==> src/rtl/rf_commit_queue_pkg.sv <==
// rf_commit_queue_pkg: shared types and constants for the RF commit queue.
//   NAME_W / ADDR_W : default write-name and register-address widths
//   DEPTH           : queue depth, equal to the RF name count (2**NAME_W)
//   commit_entry_t  : per-slot storage {valid, done, addr}
//   next_name()     : modulo-DEPTH increment of a name / pointer
package rf_commit_queue_pkg;

  localparam int unsigned NAME_W = 2;
  localparam int unsigned ADDR_W = 5;
  localparam int unsigned DEPTH  = 1 << NAME_W;
  localparam int unsigned CNT_W  = NAME_W + 1;

  typedef struct packed {
    logic              valid;
    logic              done;
    logic [ADDR_W-1:0] addr;
  } commit_entry_t;

  // Pointer width equals log2(DEPTH), so natural overflow is the wrap.
  function automatic logic [NAME_W-1:0] next_name(input logic [NAME_W-1:0] name);
    return NAME_W'(name + NAME_W'(1));
  endfunction

endpackage

==> src/rtl/rf_commit_queue_if.sv <==
// rf_commit_queue_if: allocation, writeback-done and free handshake bundle.
//   master : RF/writeback side (drives ENQ_*, DONE_*, FREE_READY)
//   slave  : commit queue (drives ENQ_READY, FREE_*, COUNT, ERR)
interface rf_commit_queue_if
  import rf_commit_queue_pkg::*;
#(
  parameter int unsigned name_width = NAME_W,
  parameter int unsigned addr_width = ADDR_W
);

  logic                  ENQ_E;
  logic [name_width-1:0] ENQ_NAME;
  logic [addr_width-1:0] ENQ_ADDR;
  logic                  ENQ_READY;
  logic                  DONE_E_1;
  logic [name_width-1:0] DONE_NAME_1;
  logic                  DONE_E_2;
  logic [name_width-1:0] DONE_NAME_2;
  logic                  FREE_E;
  logic [name_width-1:0] FREE_NAME;
  logic [addr_width-1:0] FREE_ADDR;
  logic                  FREE_READY;
  logic [name_width:0]   COUNT;
  logic                  ERR;

  modport master (
    output ENQ_E, ENQ_NAME, ENQ_ADDR,
    output DONE_E_1, DONE_NAME_1, DONE_E_2, DONE_NAME_2,
    output FREE_READY,
    input  ENQ_READY, FREE_E, FREE_NAME, FREE_ADDR, COUNT, ERR
  );

  modport slave (
    input  ENQ_E, ENQ_NAME, ENQ_ADDR,
    input  DONE_E_1, DONE_NAME_1, DONE_E_2, DONE_NAME_2,
    input  FREE_READY,
    output ENQ_READY, FREE_E, FREE_NAME, FREE_ADDR, COUNT, ERR
  );

endinterface

==> src/rtl/rf_commit_slot_array.sv <==
// rf_commit_slot_array: per-name valid/done/addr storage.
//   CLK, RST                  : clock, synchronous active-high reset
//   enq_e_i/enq_name_i/addr   : allocate slot (valid=1, done=0, addr)
//   done_e{1,2}_i/name        : mark slot done if it is valid
//   clr_e_i/clr_name_i        : release slot (valid=0, done=0)
//   slot_o                    : registered slot contents
module rf_commit_slot_array
  import rf_commit_queue_pkg::*;
(
  input  logic              CLK,
  input  logic              RST,
  input  logic              enq_e_i,
  input  logic [NAME_W-1:0] enq_name_i,
  input  logic [ADDR_W-1:0] enq_addr_i,
  input  logic              done_e1_i,
  input  logic [NAME_W-1:0] done_name1_i,
  input  logic              done_e2_i,
  input  logic [NAME_W-1:0] done_name2_i,
  input  logic              clr_e_i,
  input  logic [NAME_W-1:0] clr_name_i,
  output commit_entry_t     slot_o [DEPTH]
);

  commit_entry_t slot_q [DEPTH];
  commit_entry_t slot_d [DEPTH];

  // Write priority: done-set, then enqueue (its done=0 wins), then clear.
  always_comb begin
    slot_d = slot_q;
    if (done_e1_i && slot_q[done_name1_i].valid) begin
      slot_d[done_name1_i].done = 1'b1;
    end
    if (done_e2_i && slot_q[done_name2_i].valid) begin
      slot_d[done_name2_i].done = 1'b1;
    end
    if (enq_e_i) begin
      slot_d[enq_name_i].valid = 1'b1;
      slot_d[enq_name_i].done  = 1'b0;
      slot_d[enq_name_i].addr  = enq_addr_i;
    end
    if (clr_e_i) begin
      slot_d[clr_name_i].valid = 1'b0;
      slot_d[clr_name_i].done  = 1'b0;
    end
  end

  // Slot storage register.
  always_ff @(posedge CLK) begin
    if (RST) begin
      for (int i = 0; i < int'(DEPTH); i++) begin
        slot_q[i] <= '0;
      end
    end else begin
      slot_q <= slot_d;
    end
  end

  assign slot_o = slot_q;

endmodule

==> src/rtl/rf_commit_queue.sv <==
// rf_commit_queue: in-order commit sequencer behind a bypass RF write queue.
// Records allocated names, collects writeback-done notifications from two
// ports and frees entries to the RF strictly in allocation order.
//   CLK, RST : clock, synchronous active-high reset
//   cq       : slave side of rf_commit_queue_if (ENQ_*, DONE_*, FREE_*,
//              COUNT, ERR)
// Build option: define COMMIT_QUEUE_CHECK_EN to build the sticky protocol
// checker driving ERR; otherwise ERR is tied low.
// name_width/addr_width must match the package NAME_W/ADDR_W.
module rf_commit_queue
  import rf_commit_queue_pkg::*;
#(
  parameter int unsigned name_width = NAME_W,
  parameter int unsigned addr_width = ADDR_W
)(
  input  logic             CLK,
  input  logic             RST,
  rf_commit_queue_if.slave cq
);

  localparam int unsigned CW = name_width + 1;

  logic [name_width-1:0] head_q, head_d;
  logic [name_width-1:0] tail_q, tail_d;
  logic [CW-1:0]         count_q, count_d;
  commit_entry_t         slot [DEPTH];

  logic enq_ready;
  logic enq_fire;
  logic free_e;
  logic pop_fire;

  // Handshakes; FREE_E and ENQ_READY depend on registered state only.
  assign enq_ready = (count_q != CW'(DEPTH));
  assign enq_fire  = cq.ENQ_E & enq_ready;
  assign free_e    = slot[head_q].valid & slot[head_q].done;
  assign pop_fire  = free_e & cq.FREE_READY;

  rf_commit_slot_array u_slots (
    .CLK          (CLK),
    .RST          (RST),
    .enq_e_i      (enq_fire),
    .enq_name_i   (NAME_W'(tail_q)),
    .enq_addr_i   (ADDR_W'(cq.ENQ_ADDR)),
    .done_e1_i    (cq.DONE_E_1),
    .done_name1_i (NAME_W'(cq.DONE_NAME_1)),
    .done_e2_i    (cq.DONE_E_2),
    .done_name2_i (NAME_W'(cq.DONE_NAME_2)),
    .clr_e_i      (pop_fire),
    .clr_name_i   (NAME_W'(head_q)),
    .slot_o       (slot)
  );

  // Pointer and occupancy next state.
  always_comb begin
    head_d  = head_q;
    tail_d  = tail_q;
    count_d = count_q;
    if (enq_fire) begin
      tail_d = name_width'(next_name(NAME_W'(tail_q)));
    end
    if (pop_fire) begin
      head_d = name_width'(next_name(NAME_W'(head_q)));
    end
    case ({enq_fire, pop_fire})
      2'b10:   count_d = count_q + CW'(1);
      2'b01:   count_d = count_q - CW'(1);
      default: count_d = count_q;
    endcase
  end

  // Pointer and occupancy registers.
  always_ff @(posedge CLK) begin
    if (RST) begin
      head_q  <= '0;
      tail_q  <= '0;
      count_q <= '0;
    end else begin
      head_q  <= head_d;
      tail_q  <= tail_d;
      count_q <= count_d;
    end
  end

  assign cq.ENQ_READY = enq_ready;
  assign cq.FREE_E    = free_e;
  assign cq.FREE_NAME = head_q;
  assign cq.FREE_ADDR = addr_width'(slot[head_q].addr);
  assign cq.COUNT     = count_q;

`ifdef COMMIT_QUEUE_CHECK_EN
  logic err_q, err_d;
  logic proto_err;

  // Protocol violations: out-of-order name, enqueue while full, done on an
  // unallocated slot, done on the slot being allocated this cycle.
  always_comb begin
    proto_err = 1'b0;
    if (cq.ENQ_E && (cq.ENQ_NAME != tail_q)) proto_err = 1'b1;
    if (cq.ENQ_E && !enq_ready)              proto_err = 1'b1;
    if (cq.DONE_E_1 && !slot[cq.DONE_NAME_1].valid) proto_err = 1'b1;
    if (cq.DONE_E_2 && !slot[cq.DONE_NAME_2].valid) proto_err = 1'b1;
    if (cq.DONE_E_1 && enq_fire && (cq.DONE_NAME_1 == tail_q)) proto_err = 1'b1;
    if (cq.DONE_E_2 && enq_fire && (cq.DONE_NAME_2 == tail_q)) proto_err = 1'b1;
    err_d = err_q | proto_err;
  end

  // Sticky error flag, cleared only by reset.
  always_ff @(posedge CLK) begin
    if (RST) begin
      err_q <= 1'b0;
    end else begin
      err_q <= err_d;
    end
  end

  assign cq.ERR = err_q;
`else
  // ENQ_NAME is only consumed by the checker; slot index comes from tail.
  logic unused_enq_name;
  assign unused_enq_name = ^cq.ENQ_NAME;
  assign cq.ERR = 1'b0;
`endif

endmodule

==> src/flat_wrapper.sv <==
// flat-port wrapper written by rule: the top's interface ports become plain ports
module rf_commit_queue_flat import rf_commit_queue_pkg::*;
#(
  parameter int unsigned name_width = NAME_W,
  parameter int unsigned addr_width = ADDR_W
)
  (CLK, RST, cq_ENQ_E, cq_ENQ_NAME, cq_ENQ_ADDR, cq_DONE_E_1, cq_DONE_NAME_1, cq_DONE_E_2, cq_DONE_NAME_2, cq_FREE_READY, cq_ENQ_READY, cq_FREE_E, cq_FREE_NAME, cq_FREE_ADDR, cq_COUNT, cq_ERR);
  rf_commit_queue_if #(.name_width(name_width), .addr_width(addr_width)) cq_i ();
  input  logic CLK;
  input  logic RST;
  input wire logic [$bits(cq_i.ENQ_E)-1:0] cq_ENQ_E;
  input wire logic [$bits(cq_i.ENQ_NAME)-1:0] cq_ENQ_NAME;
  input wire logic [$bits(cq_i.ENQ_ADDR)-1:0] cq_ENQ_ADDR;
  input wire logic [$bits(cq_i.DONE_E_1)-1:0] cq_DONE_E_1;
  input wire logic [$bits(cq_i.DONE_NAME_1)-1:0] cq_DONE_NAME_1;
  input wire logic [$bits(cq_i.DONE_E_2)-1:0] cq_DONE_E_2;
  input wire logic [$bits(cq_i.DONE_NAME_2)-1:0] cq_DONE_NAME_2;
  input wire logic [$bits(cq_i.FREE_READY)-1:0] cq_FREE_READY;
  output wire logic [$bits(cq_i.ENQ_READY)-1:0] cq_ENQ_READY;
  output wire logic [$bits(cq_i.FREE_E)-1:0] cq_FREE_E;
  output wire logic [$bits(cq_i.FREE_NAME)-1:0] cq_FREE_NAME;
  output wire logic [$bits(cq_i.FREE_ADDR)-1:0] cq_FREE_ADDR;
  output wire logic [$bits(cq_i.COUNT)-1:0] cq_COUNT;
  output wire logic [$bits(cq_i.ERR)-1:0] cq_ERR;
  assign cq_i.ENQ_E = cq_ENQ_E;
  assign cq_i.ENQ_NAME = cq_ENQ_NAME;
  assign cq_i.ENQ_ADDR = cq_ENQ_ADDR;
  assign cq_i.DONE_E_1 = cq_DONE_E_1;
  assign cq_i.DONE_NAME_1 = cq_DONE_NAME_1;
  assign cq_i.DONE_E_2 = cq_DONE_E_2;
  assign cq_i.DONE_NAME_2 = cq_DONE_NAME_2;
  assign cq_i.FREE_READY = cq_FREE_READY;
  assign cq_ENQ_READY = cq_i.ENQ_READY;
  assign cq_FREE_E = cq_i.FREE_E;
  assign cq_FREE_NAME = cq_i.FREE_NAME;
  assign cq_FREE_ADDR = cq_i.FREE_ADDR;
  assign cq_COUNT = cq_i.COUNT;
  assign cq_ERR = cq_i.ERR;
  rf_commit_queue #(.name_width(name_width), .addr_width(addr_width)) u_core (.CLK(CLK), .RST(RST), .cq(cq_i));
endmodule
==> config.mk <==
export PLATFORM = sky130hd
export DESIGN_NAME = rf_commit_queue_flat
export DESIGN_NICKNAME = d
export VERILOG_FILES = /design/src/rtl/rf_commit_queue_pkg.sv /design/src/rtl/rf_commit_queue_if.sv /design/src/rtl/rf_commit_slot_array.sv /design/src/rtl/rf_commit_queue.sv /design/src/flat_wrapper.sv
export SDC_FILE = /design/constraint.sdc
export NUM_CORES = 1
export LEC_CHECK = 0
export BUFFER_PORTS_ARGS = -buffer_cell sky130_fd_sc_hd__clkbuf_2
export CAP_MARGIN = 10
export CORE_MARGIN = 2
export CORE_UTILIZATION = 30
export DETAILED_ROUTE_END_ITERATION = 16
export GPL_ROUTABILITY_DRIVEN = 0
export PLACE_DENSITY = 0.5
export SYNTH_ARGS = -nofsm -noshare
export SYNTH_HDL_FRONTEND = slang
export SYNTH_HIERARCHICAL = 1
export SYNTH_SLANG_ARGS = --single-unit
==> constraint.sdc <==
create_clock -name CLK -period 3.22 [get_ports CLK]
set_clock_uncertainty 0.05 [all_clocks]
set_input_delay 0.483 -clock CLK [delete_from_list [all_inputs] [get_ports CLK]]
set_output_delay 0.483 -clock CLK [all_outputs]
set_load 0.05 [all_outputs]
# Word-level counts from Yosys, hierarchy flattened
# Cells that the tools add are included.
[classes]
n_addsub = 4
magnitude_cmp = 8
n_eq_ne = 3
muxes = 35
n_bitwise = 7
n_reduce_logical = 7
[ops]
columns = ["operator", "n"]
rows = [
  ["28-bit bitwise mux", 7],
  ["28-bit two-way mux", 4],
  ["7-bit demux with 2-bit select", 7],
  ["7-bit two-way mux", 8],
  ["7-bit binary-select mux with 2-bit select", 3],
  ["6-bit two-way mux", 4],
  ["3-bit >= comparator, second input constant", 4],
  ["3-bit by 1-bit < comparator with 1-bit output, second input constant", 4],
  ["2-bit NOT with 3-bit output", 4],
  ["1-bit logical AND", 6],
  ["3-bit one-hot mux with 2 select lines", 1],
  ["5-bit two-way mux", 1],
  ["2-bit by 1-bit adder with 2-bit output, second input constant", 2],
  ["3-bit by 1-bit adder with 3-bit output, second input constant", 1],
  ["1-bit bitwise AND", 3],
  ["3-bit != test, second input constant", 1],
  ["3-bit by 1-bit subtractor with 3-bit output, second input constant", 1],
  ["2-bit by 1-bit equality test with 1-bit output, second input constant", 1],
  ["2-bit equality test, second input constant", 1],
  ["2-bit nonzero test", 1],
]
[word_totals]
regBits = 35
out_inout_bits = 13

# Logic depth before layout (Yosys ltp)
# Gate-level depths: netlist of the first run.
[logic_depth]
depth_word = 16
ltp_mapped = 10
ltp_nobuf = 9

# Cells and area by module
# Netlist of the first run, hierarchy kept.
[by_module_without_submodules]
columns = ["mod", "instances", "cells_per_inst", "area_per_inst_um2", "seq_area_each_um2"]
rows = [
  ["rf_commit_slot_array", 1, 105, 1081.0, 560.5],
  ["rf_commit_queue", 1, 58, 554.3, 140.1],
]

# Worst setup path before layout of the first run
# Ideal clock, no wire load.
[synth_timing]
path_kind = "register to register"
start = "reg u_core.head_q[1], in the netlist u_core/cq.FREE_NAME[1]"
end = "reg u_core.count_q[2], in the netlist u_core/cq.COUNT[2]"
setup_time_ns = 0.070
arrival_time_ns = 2.574
required_ns = 3.100
setup_slack_ns = 0.527
stages_incl_launch_ff = 11
period_less_slack_ns = 2.693
cell_sequence = "dfxtp_1 > buf_2 > nand3_1 > o211ai_1 > o211a_1 > ha_1 > inv_1 > fa_1 > xor2_1 > or3_1 > a21oi_1"
[synth_via]
elab_chain_len = 8
word_cells_on_any_way = 10
classes_between = "2 x eq/ne; 4 x mux; 3 x bitwise; 1 x reduce/logical"
[synth_lines]
columns = ["element", "line", "text"]
rows = [
  ["start: declaration", "rf_commit_queue.sv:23", "logic [name_width-1:0] head_q, head_d;"],
  ["start signal: assignment", "rf_commit_queue.sv:75", "head_q <= '0;"],
  ["start signal: assignment", "rf_commit_queue.sv:79", "head_q <= head_d;"],
  ["2-bit NOT with 3-bit output (not written as such) *", "rf_commit_queue.sv:36", "assign free_e = slot[head_q].valid & slot[head_q].done;"],
  ["7-bit binary-select mux with 2-bit select *", "rf_commit_queue.sv:36", ""],
  ["7-bit two-way mux * (2 in a row)", "-", ""],
  ["1-bit bitwise AND *", "rf_commit_queue.sv:36", ""],
  ["1-bit bitwise AND *", "rf_commit_queue.sv:37", "assign pop_fire = free_e & cq.FREE_READY;"],
  ["via u_core.pop_fire", "rf_commit_queue.sv:31", "logic pop_fire;"],
  ["2-bit by 1-bit equality test with 1-bit output / 2-bit equality test (equally long branches)", "rf_commit_queue.sv:65", "case ({enq_fire, pop_fire})"],
  ["3-bit one-hot mux with 2 select lines / 2-bit nonzero test (equally long branches)", "-", ""],
  ["end signal: assignment", "rf_commit_queue.sv:81", "count_q <= count_d;"],
  ["end: declaration", "rf_commit_queue.sv:25", "logic [CW-1:0] count_q, count_d;"],
]
# Mark *: on every way through the listed nets, which the timed path passes. The rest lies on a longest branch. The select of a mux whose other input is x is not followed.
# A chain may end at the register's enable or synchronous reset.

# Worst setup path in the final report of the first run
# Ends and elaborated chain as after synthesis.

==> results of run 1 <==
[where the power goes]
group / switching [mW] / internal [mW]
logic: 0.0820 / 0.0459
clock network: 0.150 / 0.168
registers: 0.0164 / 0.451
total: 0.248 / 0.665
[metrics by stage]
step	instance area, um2	setup slack, ps	cells	power [mW]	utilization (%)
floorplan	1640	527	163	0.569	-
global placement	1820	542	252	0.600	35.2
detailed placement	1820	448	252	0.606	35.2
CTS	1910	429	259	0.926	36.9
global route	1910	197	259	0.962	36.9
finish	1910	433	259	0.913	36.9
[layout by cell type, fill, tap and decap left out, types with 3 or more instances in the layout]
cell type  instances
o21ai_0            3
a21boi_0           3
clkbuf_2          26
dfxtp_1           35
mux4_2             5
nand3_1            4
a31oi_1            3
nand2_1            6
nor2_1            26
a21oi_1            3
mux2i_1           20
inv_1             10
nor3_1             4
clkbuf_8           6
[worst reg2reg max path: cells and delay by family (launching register included)]
kind                     cells  cell delay, ps
adder cells (fa/ha/maj)      2             580
XOR/XNOR                     1             160
buffers and inverters        1              60
flip-flops                   1             770
AO/OA/AOI/OAI                3             640
AND/OR/NAND/NOR              2             440
[worst max-delay path by stage]
stage	start	endpoint	cells after the start
final	u_core/cq.FREE_NAME[1]$_SDFFE_PP0P_	u_core/cq.COUNT[2]$_SDFFE_PP0P_	9
after global routing	u_core/cq.FREE_NAME[1]$_SDFFE_PP0P_	u_core/cq.COUNT[2]$_SDFFE_PP0P_	9
after CTS	u_core/cq.FREE_NAME[1]$_SDFFE_PP0P_	u_core/cq.COUNT[2]$_SDFFE_PP0P_	9
after detailed placement	u_core/cq.FREE_NAME[1]$_SDFFE_PP0P_	u_core/cq.COUNT[2]$_SDFFE_PP0P_	9
after global placement	u_core/cq.FREE_NAME[1]$_SDFFE_PP0P_	u_core/cq.COUNT[2]$_SDFFE_PP0P_	9
after floorplan	u_core/cq.FREE_NAME[1]$_SDFFE_PP0P_	u_core/cq.COUNT[2]$_SDFFE_PP0P_	10
[cells in the mapped netlist (all sizes together), types with 3 or more instances]
master	number
clkbuf	3
dfxtp	35
a21boi	3
a31oi	3
mux2i	20
inv	10
nand2	6
buf	4
nor3	4
o21ai	3
a21oi	3
nand3	4
nor2	26
mux4	5
[cell families (layout without fill, tap and decap cells)]
| group | after synthesis | count (layout) | synth area share, % |
|---|---|---|---|
| muxes | 25 | 25 | 19.1 |
| AOI/OAI and AO/OA | 23 | 23 | 10.7 |
| xor gates and xnor gates | 2 | 2 | 1.07 |
| and+or+nand+nor | 58 | 58 | 19.7 |
| DFF | 35 | 35 | 42.8 |
| adders and majority gates | 2 | 2 | 1.99 |
| buffers and inverters | 17 | 43 | 4.36 |
| other | 1 | 1 | 0.229 |
[layer usage]
metal  vias to the layer above  wire (um)
met4                         0         71
met1                       652       1650
met2                        39       1870
met3                         7        209
li1                        634          -
met5                         -          0
[cell type report]
cell class / instances / area, um2
Clock buffer: 6 / 82.6
Clock inverter: 1 / 5.00
Fill cell: 538 / 3270
Inverter: 10 / 37.5
Multi-Input combinational cell: 111 / 863
Sequential cell: 35 / 701
Tap cell: 70 / 87.6
Timing Repair Buffer: 26 / 130
==> flow_summary_export.csv, run 1 <==
group,metric,value,unit
cts,cts_setup_buffers,0,
sta,rsz0062_at_grt,"false",
setup_path,crit_path_cell_trace,"nand3_1 > o21ai_0 > o211a_1 > ha_1 > inv_1 > fa_1 > xor2_1 > or3_1 > a21oi_1",
global_route,grt_overflow_total,0,
logic_synthesis,syn-cell-area,1640,um2
layout,diodes,0,
setup_path,cp_slowest_stage_delay,770,ps
run_status,outcome,"complete, no violations",
floorplan,rows,26,
global_route,grt_pass1_wl,6350,um
logic_synthesis,synth.area.top_cells,"dfxtp_1, mux2i_1, mux4_2, nor2_1, inv_1",
place,io_buffers,26,
power_and_ir_drop,p_per_area,479,nW/um2
logic_synthesis,synth_edf_count,0,
sta,slew_headroom,47.9,%
route,viasPerCell,5.14,
power_and_ir_drop,ir_drop,0.245,mV
sta,setup_viol,0,
cts,path_clk_slew,70,ps
setup_path,worstPathArrival,2940,ps
cts,cts_buffer_depth,2,
logic_synthesis,yosys.area.top_type,"dfxtp_1",
sta,fin_setup_tns,0,ps
global_route,grt_pass1_vias,1384,
cts,cts_resized,0,
global_route,gr-usage-all-layers,13.5,%
floorplan,core-area,5170,um2
global_route,met1_usage,15.7,%
setup_path,r2r-end,"u_core/cq.COUNT[2]$_SDFFE_PP0P_",
power_and_ir_drop,p_leak,0.856,nW
sta,worst_pin_slew,781,ps
sta,finalCritPeriodShare,86.6,%
layout,syn2layout_area_growth,16.6,%
setup_path,reg2reg_slack,430,ps
logic_synthesis,synth_top_area_share,42.8,%
sta,fmax,359,MHz
setup_path,cp_num_buf_inv,1,
setup_path,r2r_start,"u_core/cq.FREE_NAME[1]$_SDFFE_PP0P_",
cts,cts_made_buffers,5,
cts,clk_latency,280,ps
floorplan,dieArea,6060,um2
logic_synthesis,synthesis.nets,182,
logic_synthesis,synthFlopType,"dfxtp_1",
route,drtAntennaViolNets,0,
floorplan,pin_count,30,
route,drt-initial-drc-count,54,
route,routed_wirelength,3800,um
hold_path,min_path_type,"in2reg",
cts,cts_tree,"yes",
logic_synthesis,ys_seq_elements,35,
sta,holdWs,423,ps
setup_path,crit_fanout,17,
setup_path,slowest_stage,"dfxtp_1",
cts,cts.sinks,35,
logic_synthesis,yosysWarnings,6,
logic_synthesis,ys_async_sr_fraction,0,%
route,drc_errors,0,
setup_path,crit_family,"flip-flops",
setup_path,worst_ep_required_time,3370,ps
layout,fin_nets,208,
logic_synthesis,ys_seq_area_share,42.8,%
cts,cts_root_buffer,"clkbuf_8",
setup_path,cp-end-kind,"flip-flop",
cts,htree_levels,2,
logic_synthesis,yosysUniqueCellTypes,42,
setup_path,critPathLaunchType,"flip-flop",
logic_synthesis,avgSynthCellArea,10.0,um2
layout,layout-drive-gt1-share,22.8,%
sta,drv_slew,0,
global_route,grt_max_degree,36,
setup_path,path_class,"reg2reg",
route,num_vias,1332,
job,maxCapViolCount,0,
floorplan,die_w,77.8,um
floorplan,die_h,77.8,um
hold_path,hold_end,"u_core/tail_q[0]$_SDFFE_PP0P_",
floorplan,start_util,31.6,%
sta,finalHoldViolCount,0,
route,first_pass_iters,4,
setup_path,rr_worst_depth,9,
global_route,grt_use_met3,3.95,%
logic_synthesis,syn_inst,163,
cts,holdBufCountCts,0,
route,post_drt_wl_per_cell,14.7,um
place,hpwl,2650,um
global_route,antenna_found_initial,0,
hold_path,hp-start,"cq_ENQ_E",
hold_path,min_delay_path_depth,3,
global_route,met2_usage,23.0,%
sta,fin_crit,2790,ps
global_route,busiest_layer,"met2",
No activity file was read; power rests on OpenSTA's default activity.
==> run 2: changes to the inputs <==
Settings changed: CTS_CLUSTER_DIAMETER set to 150.
Clock period 3.22 ns to 3.4 ns, I/O delays scaled along.
==> run 2 against run 1 <==
Against the previous run:
- clock power is 1% higher
- flip-flop and latch count unchanged
- maximum frequency rose by 11%
- cell count up 0.77%
- sequential share of layout area shrank 0.38 points
==> flow_summary_export.csv, run 2 (synthesized netlist as in run 1, its figures left out) <==
group,metric,value,unit
run_status,outcome,"complete, no violations",
setup_path,reg2reg_slack,880,ps
layout,syn2layout_area_growth,17.8,%
layout,final_util,37.3,%
sta,fin_setup_tns,0,ps
cts,holdBufCountCts,0,
floorplan,core-area,5170,um2
route,drt-initial-drc-count,77,
sta,worst_pin_slew,725,ps
setup_path,r2r-end,"u_core/cq.COUNT[2]$_SDFFE_PP0P_",
floorplan,die_w,77.8,um
setup_path,cp-end-kind,"flip-flop",
job,maxCapViolCount,0,
sta,slew_headroom,51.6,%
setup_path,rr_worst_depth,7,
setup_path,crit_fanout,16,
place,hpwl,2700,um
global_route,grt_pass1_vias,1293,
setup_path,worstPathArrival,2660,ps
route,routed_wirelength,3730,um
global_route,grt_overflow_total,0,
layout,final_cell_mix,"dfxtp_1, clkbuf_2, nor2_1",
floorplan,dieArea,6060,um2
route,num_vias,1288,
cts,path_clk_slew,70,ps
layout,final_common_cell,"dfxtp_1",
sta,finalCritPeriodShare,74.0,%
setup_path,cp_slowest_stage_delay,790,ps
setup_path,r2r_start,"u_core/cq.FREE_NAME[0]$_SDFFE_PP0P_",
layout,fin_nets,209,
layout,diodes,0,
route,viasPerCell,4.93,
cts,cts_made_buffers,5,
floorplan,start_util,31.6,%
floorplan,rows,26,
layout,layout-drive-gt1-share,23.0,%
sta,setup_viol,0,
cts,cts.sinks,35,
sta,finalHoldViolCount,0,
layout,multi_input_area,863,um2
global_route,met2_usage,22.2,%
global_route,met1_usage,15.2,%
route,first_pass_iters,4,
layout,register_area,701,um2
global_route,busiest_layer,"met2",
global_route,grt_max_degree,36,
hold_path,min_delay_path_depth,2,
setup_path,slowest_stage,"dfxtp_1",
cts,cts_resized,0,
power_and_ir_drop,p_leak,0.866,nW
global_route,gr-usage-all-layers,13.2,%
cts,cts_tree,"yes",
route,post_drt_wl_per_cell,14.3,um
sta,rsz0062_at_grt,"false",
setup_path,path_class,"reg2reg",
floorplan,die_h,77.8,um
sta,fmax,397,MHz
sta,drv_slew,0,
place,io_buffers,26,
global_route,grt_use_met3,5.58,%
setup_path,crit_path_cell_trace,"o211a_1 > ha_1 > inv_1 > fa_1 > xor2_1 > or3_1 > a21oi_1",
route,drtAntennaViolNets,0,
route,drc_errors,0,
floorplan,pin_count,30,
global_route,antenna_found_initial,0,
sta,fin_crit,2520,ps
cts,clk_latency,280,ps
hold_path,min_path_type,"reg2reg",
layout,fillCellCount,543,
cts,htree_levels,2,
cts,cts_buffer_depth,2,
cts,cts_root_buffer,"clkbuf_8",
power_and_ir_drop,ir_drop,0.222,mV
setup_path,critPathLaunchType,"flip-flop",
cts,cts_setup_buffers,0,
power_and_ir_drop,p_per_area,460,nW/um2
global_route,grt_pass1_wl,6150,um
setup_path,worst_ep_required_time,3550,ps
==> run 2: cell count changes in the layout (fill, tap and decap cells not counted), sizes merged <==
cell,change
clkbuf,+2
buf,+1
clkinv,-1
==> run 2: power by group <==
group          switching, mW  internal, mW
clock                  0.138         0.185
combinational         0.0776        0.0436
sequential            0.0156         0.427
==> run 2: worst max path at each step <==
stage	start	end	slack (ps)	depth (start not counted)
CTS	u_core/cq.FREE_NAME[0]$_SDFFE_PP0P_	u_core/cq.COUNT[2]$_SDFFE_PP0P_	850	7
floorplan	u_core/cq.FREE_NAME[1]$_SDFFE_PP0P_	u_core/cq.COUNT[2]$_SDFFE_PP0P_	710	10
global placement	u_core/cq.FREE_NAME[0]$_SDFFE_PP0P_	u_core/cq.COUNT[2]$_SDFFE_PP0P_	950	7
detailed placement	u_core/cq.FREE_NAME[0]$_SDFFE_PP0P_	u_core/cq.COUNT[2]$_SDFFE_PP0P_	860	7
finish	u_core/cq.FREE_NAME[0]$_SDFFE_PP0P_	u_core/cq.COUNT[2]$_SDFFE_PP0P_	880	7
global route	u_core/cq.FREE_NAME[0]$_SDFFE_PP0P_	u_core/cq.COUNT[2]$_SDFFE_PP0P_	670	7
==> run 2: metrics by stage <==
| step | std cells | power, mW | instance area (um2) | worst slack [ps] | hold slack, ps |
|---|---|---|---|---|---|
| finish | 261 | 0.887 | 1930 | 884 | 439 |
| global route | 261 | 0.935 | 1930 | 670 | 458 |
| CTS | 261 | 0.904 | 1930 | 848 | 445 |
| detailed placement | 253 | 0.574 | 1830 | 859 | 431 |
| global placement | 253 | 0.569 | 1830 | 947 | 421 |
| floorplan | 163 | 0.539 | 1640 | 707 | 404 |
==> run 2: layout make-up <==
class                           count  area share (%)
Multi-Input combinational cell    111            44.8
Tap cell                           70            4.55
Sequential cell                    35            36.4
Clock buffer                        8            5.19
Inverter                           10            1.95
Timing Repair Buffer               27            7.14
==> run 2: metal layers <==
metal	up-vias	wire (um)
met1	620	1660
met2	25	1850
met5	-	0
li1	641	-
met3	2	207
met4	0	14
==> run 2: worst max-delay path, delay by kind of cell (launching register included) <==
family,cells,cell delay (ps)
AND/OR/NAND/NOR,1,300
buffers and inverters,1,60
adder cells (fa/ha/maj),2,570
flip-flops,1,790
AO/OA/AOI/OAI,2,510
XOR/XNOR,1,150
==> run 3: changes to the inputs <==
Settings changed: PLACE_DENSITY 0.5 to 0.52.
Clock period 3.4 ns to 2.1 ns, I/O delays scaled along.
==> run 3 against run 2 <==
Against the previous run:
- worst setup slack worse by 830 ps
- sequential share of layout area down 1.8 points
- via count up 4.2%
- combinational power up 75%
- register-to-register slack worse by 830 ps
- cell count up 5.7%
- critical endpoint unchanged
- flip-flop and latch count unchanged
- worst hold slack worse by 190 ps
- die area unchanged
- count of clock-buffer cells in the layout down 1
- non-clock buffer count up 15
- global-route usage down 0.20 points
==> flow_summary_export.csv, run 3 (synthesized netlist as in run 1, its figures left out) <==
group,metric,value,unit
job,maxCapViolCount,0,
sta,holdWs,253,ps
global_route,grt_max_degree,27,
setup_path,reg2reg_slack,60,ps
floorplan,core-area,5170,um2
place,hpwl,2610,um
global_route,grt_pass1_wl,6020,um
setup_path,critPathLaunchType,"flip-flop",
route,first_pass_iters,5,
cts,cts_tree,"yes",
setup_path,r2r_start,"u_core/cq.COUNT[1]$_SDFFE_PP0P_",
route,viasPerCell,4.86,
hold_path,hold_end,"u_core/u_slots/slot_o[5]$_SDFF_PP0_",
layout,syn2layout_area_growth,26.9,%
sta,worst_pin_slew,563,ps
power_and_ir_drop,p_leak,0.945,nW
sta,drv_slew,0,
floorplan,dieArea,6060,um2
layout,diodes,0,
sta,fmax,490,MHz
floorplan,start_util,31.6,%
setup_path,crit_family,"simple AND/OR/NAND/NOR gates",
setup_path,cp_num_buf_inv,1,
global_route,grt_overflow_total,0,
setup_path,crit_fanout,4,
power_and_ir_drop,ir_drop,0.344,mV
floorplan,pin_count,30,
global_route,antenna_found_initial,0,
setup_path,cp_slowest_stage_delay,410,ps
cts,cts_buffer_depth,2,
setup_path,worstPathArrival,2200,ps
layout,register_area,717,um2
floorplan,rows,26,
setup_path,worst_ep_required_time,2260,ps
hold_path,hp-start,"cq_DONE_NAME_1[0]",
route,routed_wirelength,3760,um
setup_path,slowest_stage,"or3b_4",
cts,cts.sinks,35,
sta,rsz0062_at_grt,"true",
sta,finalHoldViolCount,0,
floorplan,die_h,77.8,um
cts,cts_made_buffers,5,
route,num_vias,1342,
layout,fillCellCount,520,
layout,multi_input_area,892,um2
setup_path,rr_worst_depth,8,
global_route,gr-usage-all-layers,13.0,%
layout,final_common_cell,"dfxtp_1",
setup_path,worstSetupStartpoint,"u_core/cq.COUNT[1]$_SDFFE_PP0P_",
sta,slew_headroom,62.4,%
setup_path,r2r-end,"u_core/cq.COUNT[2]$_SDFFE_PP0P_",
route,drtAntennaViolNets,0,
hold_path,min_path_type,"in2reg",
route,drc_errors,0,
global_route,grt_pass1_vias,1179,
sta,setup_viol,0,
hold_path,min_delay_path_depth,3,
cts,path_clk_slew,70,ps
cts,holdBufCountCts,0,
cts,clk_latency,290,ps
place,io_buffers,26,
route,drt-initial-drc-count,36,
sta,fin_crit,2040,ps
cts,htree_levels,2,
sta,finalCritPeriodShare,97.3,%
cts,cts_root_buffer,"clkbuf_8",
layout,fin_nets,224,
floorplan,die_w,77.8,um
setup_path,path_class,"reg2reg",
layout,final_cell_mix,"dfxtp_1, clkbuf_2, nor2_1",
setup_path,cp-end-kind,"flip-flop",
route,post_drt_wl_per_cell,13.6,um
run_status,outcome,"complete, no violations",
layout,layout-drive-gt1-share,35.0,%
sta,fin_setup_tns,0,ps
setup_path,crit_path_cell_trace,"or3b_4 > nand2_4 > ha_4 > inv_2 > fa_2 > xor2_1 > or3_1 > a21oi_1",
power_and_ir_drop,p_per_area,687,nW/um2
run 3: cell type report:
| type | instances | area share [%] |
|---|---|---|
| Inverter | 10 | 1.81 |
| Clock inverter | 1 | 0.241 |
| Multi-Input combinational cell | 111 | 43.0 |
| Clock buffer | 7 | 4.16 |
| Timing Repair Buffer | 42 | 12.1 |
| Tap cell | 70 | 4.22 |
| Sequential cell | 35 | 34.5 |
run 3: what timing repair did:
| item | in CTS | in global routing |
|---|---|---|
| pin swaps | 0 | 4 |
| buffers inserted | 0 | 2 |
| endpoints found under the setup margin | 1 | 1 |
| resized for setup | 1 | 5 |
run 3: routing by layer:
layer,track usage (%),vias up,share of wire [%]
met3,4.19,6,4.4
met2,18.7,24,44
met1,17.7,640,51
met5,0,-,0
met4,5.36,0,1.1
li1,-,672,-
run 3: how the worst max path moves through the flow:
stage / end / cells after the start
6_report: u_core/cq.COUNT[2]$_SDFFE_PP0P_ / 8
4_1_cts: u_core/cq.COUNT[2]$_SDFFE_PP0P_ / 9
3_5_place_dp: u_core/cq.COUNT[2]$_SDFFE_PP0P_ / 8
5_1_grt: u_core/cq.COUNT[2]$_SDFFE_PP0P_ / 9
3_3_place_gp: u_core/cq.COUNT[2]$_SDFFE_PP0P_ / 8
2_1_floorplan: u_core/cq.COUNT[2]$_SDFFE_PP0P_ / 10
run 3: tightest hold or removal path: stages:
cell and delay, ps:
clkbuf_2 110, nand4_1 70, a21oi_1 50
run 3: metrics by stage:
stage | util, % | power [mW] | area, um2 | setup slack (ps) | std cells
after global placement | 37.9 | 0.936 | 1960 | 0.960 | 266
after global routing | 40.1 | 1.50 | 2080 | -15.2 | 276
after detailed placement | 37.9 | 0.939 | 1960 | -44.4 | 266
final | 40.1 | 1.43 | 2080 | 57.6 | 276
after floorplan | - | 0.873 | 1680 | -127 | 163
after CTS | 39.7 | 1.45 | 2050 | 33.7 | 274
run 3: power breakdown:
part           internal (mW)  switching [mW]  total (mW)
registers              0.690          0.0222       0.712
clock network          0.264           0.238       0.502
logic                 0.0810           0.131       0.212
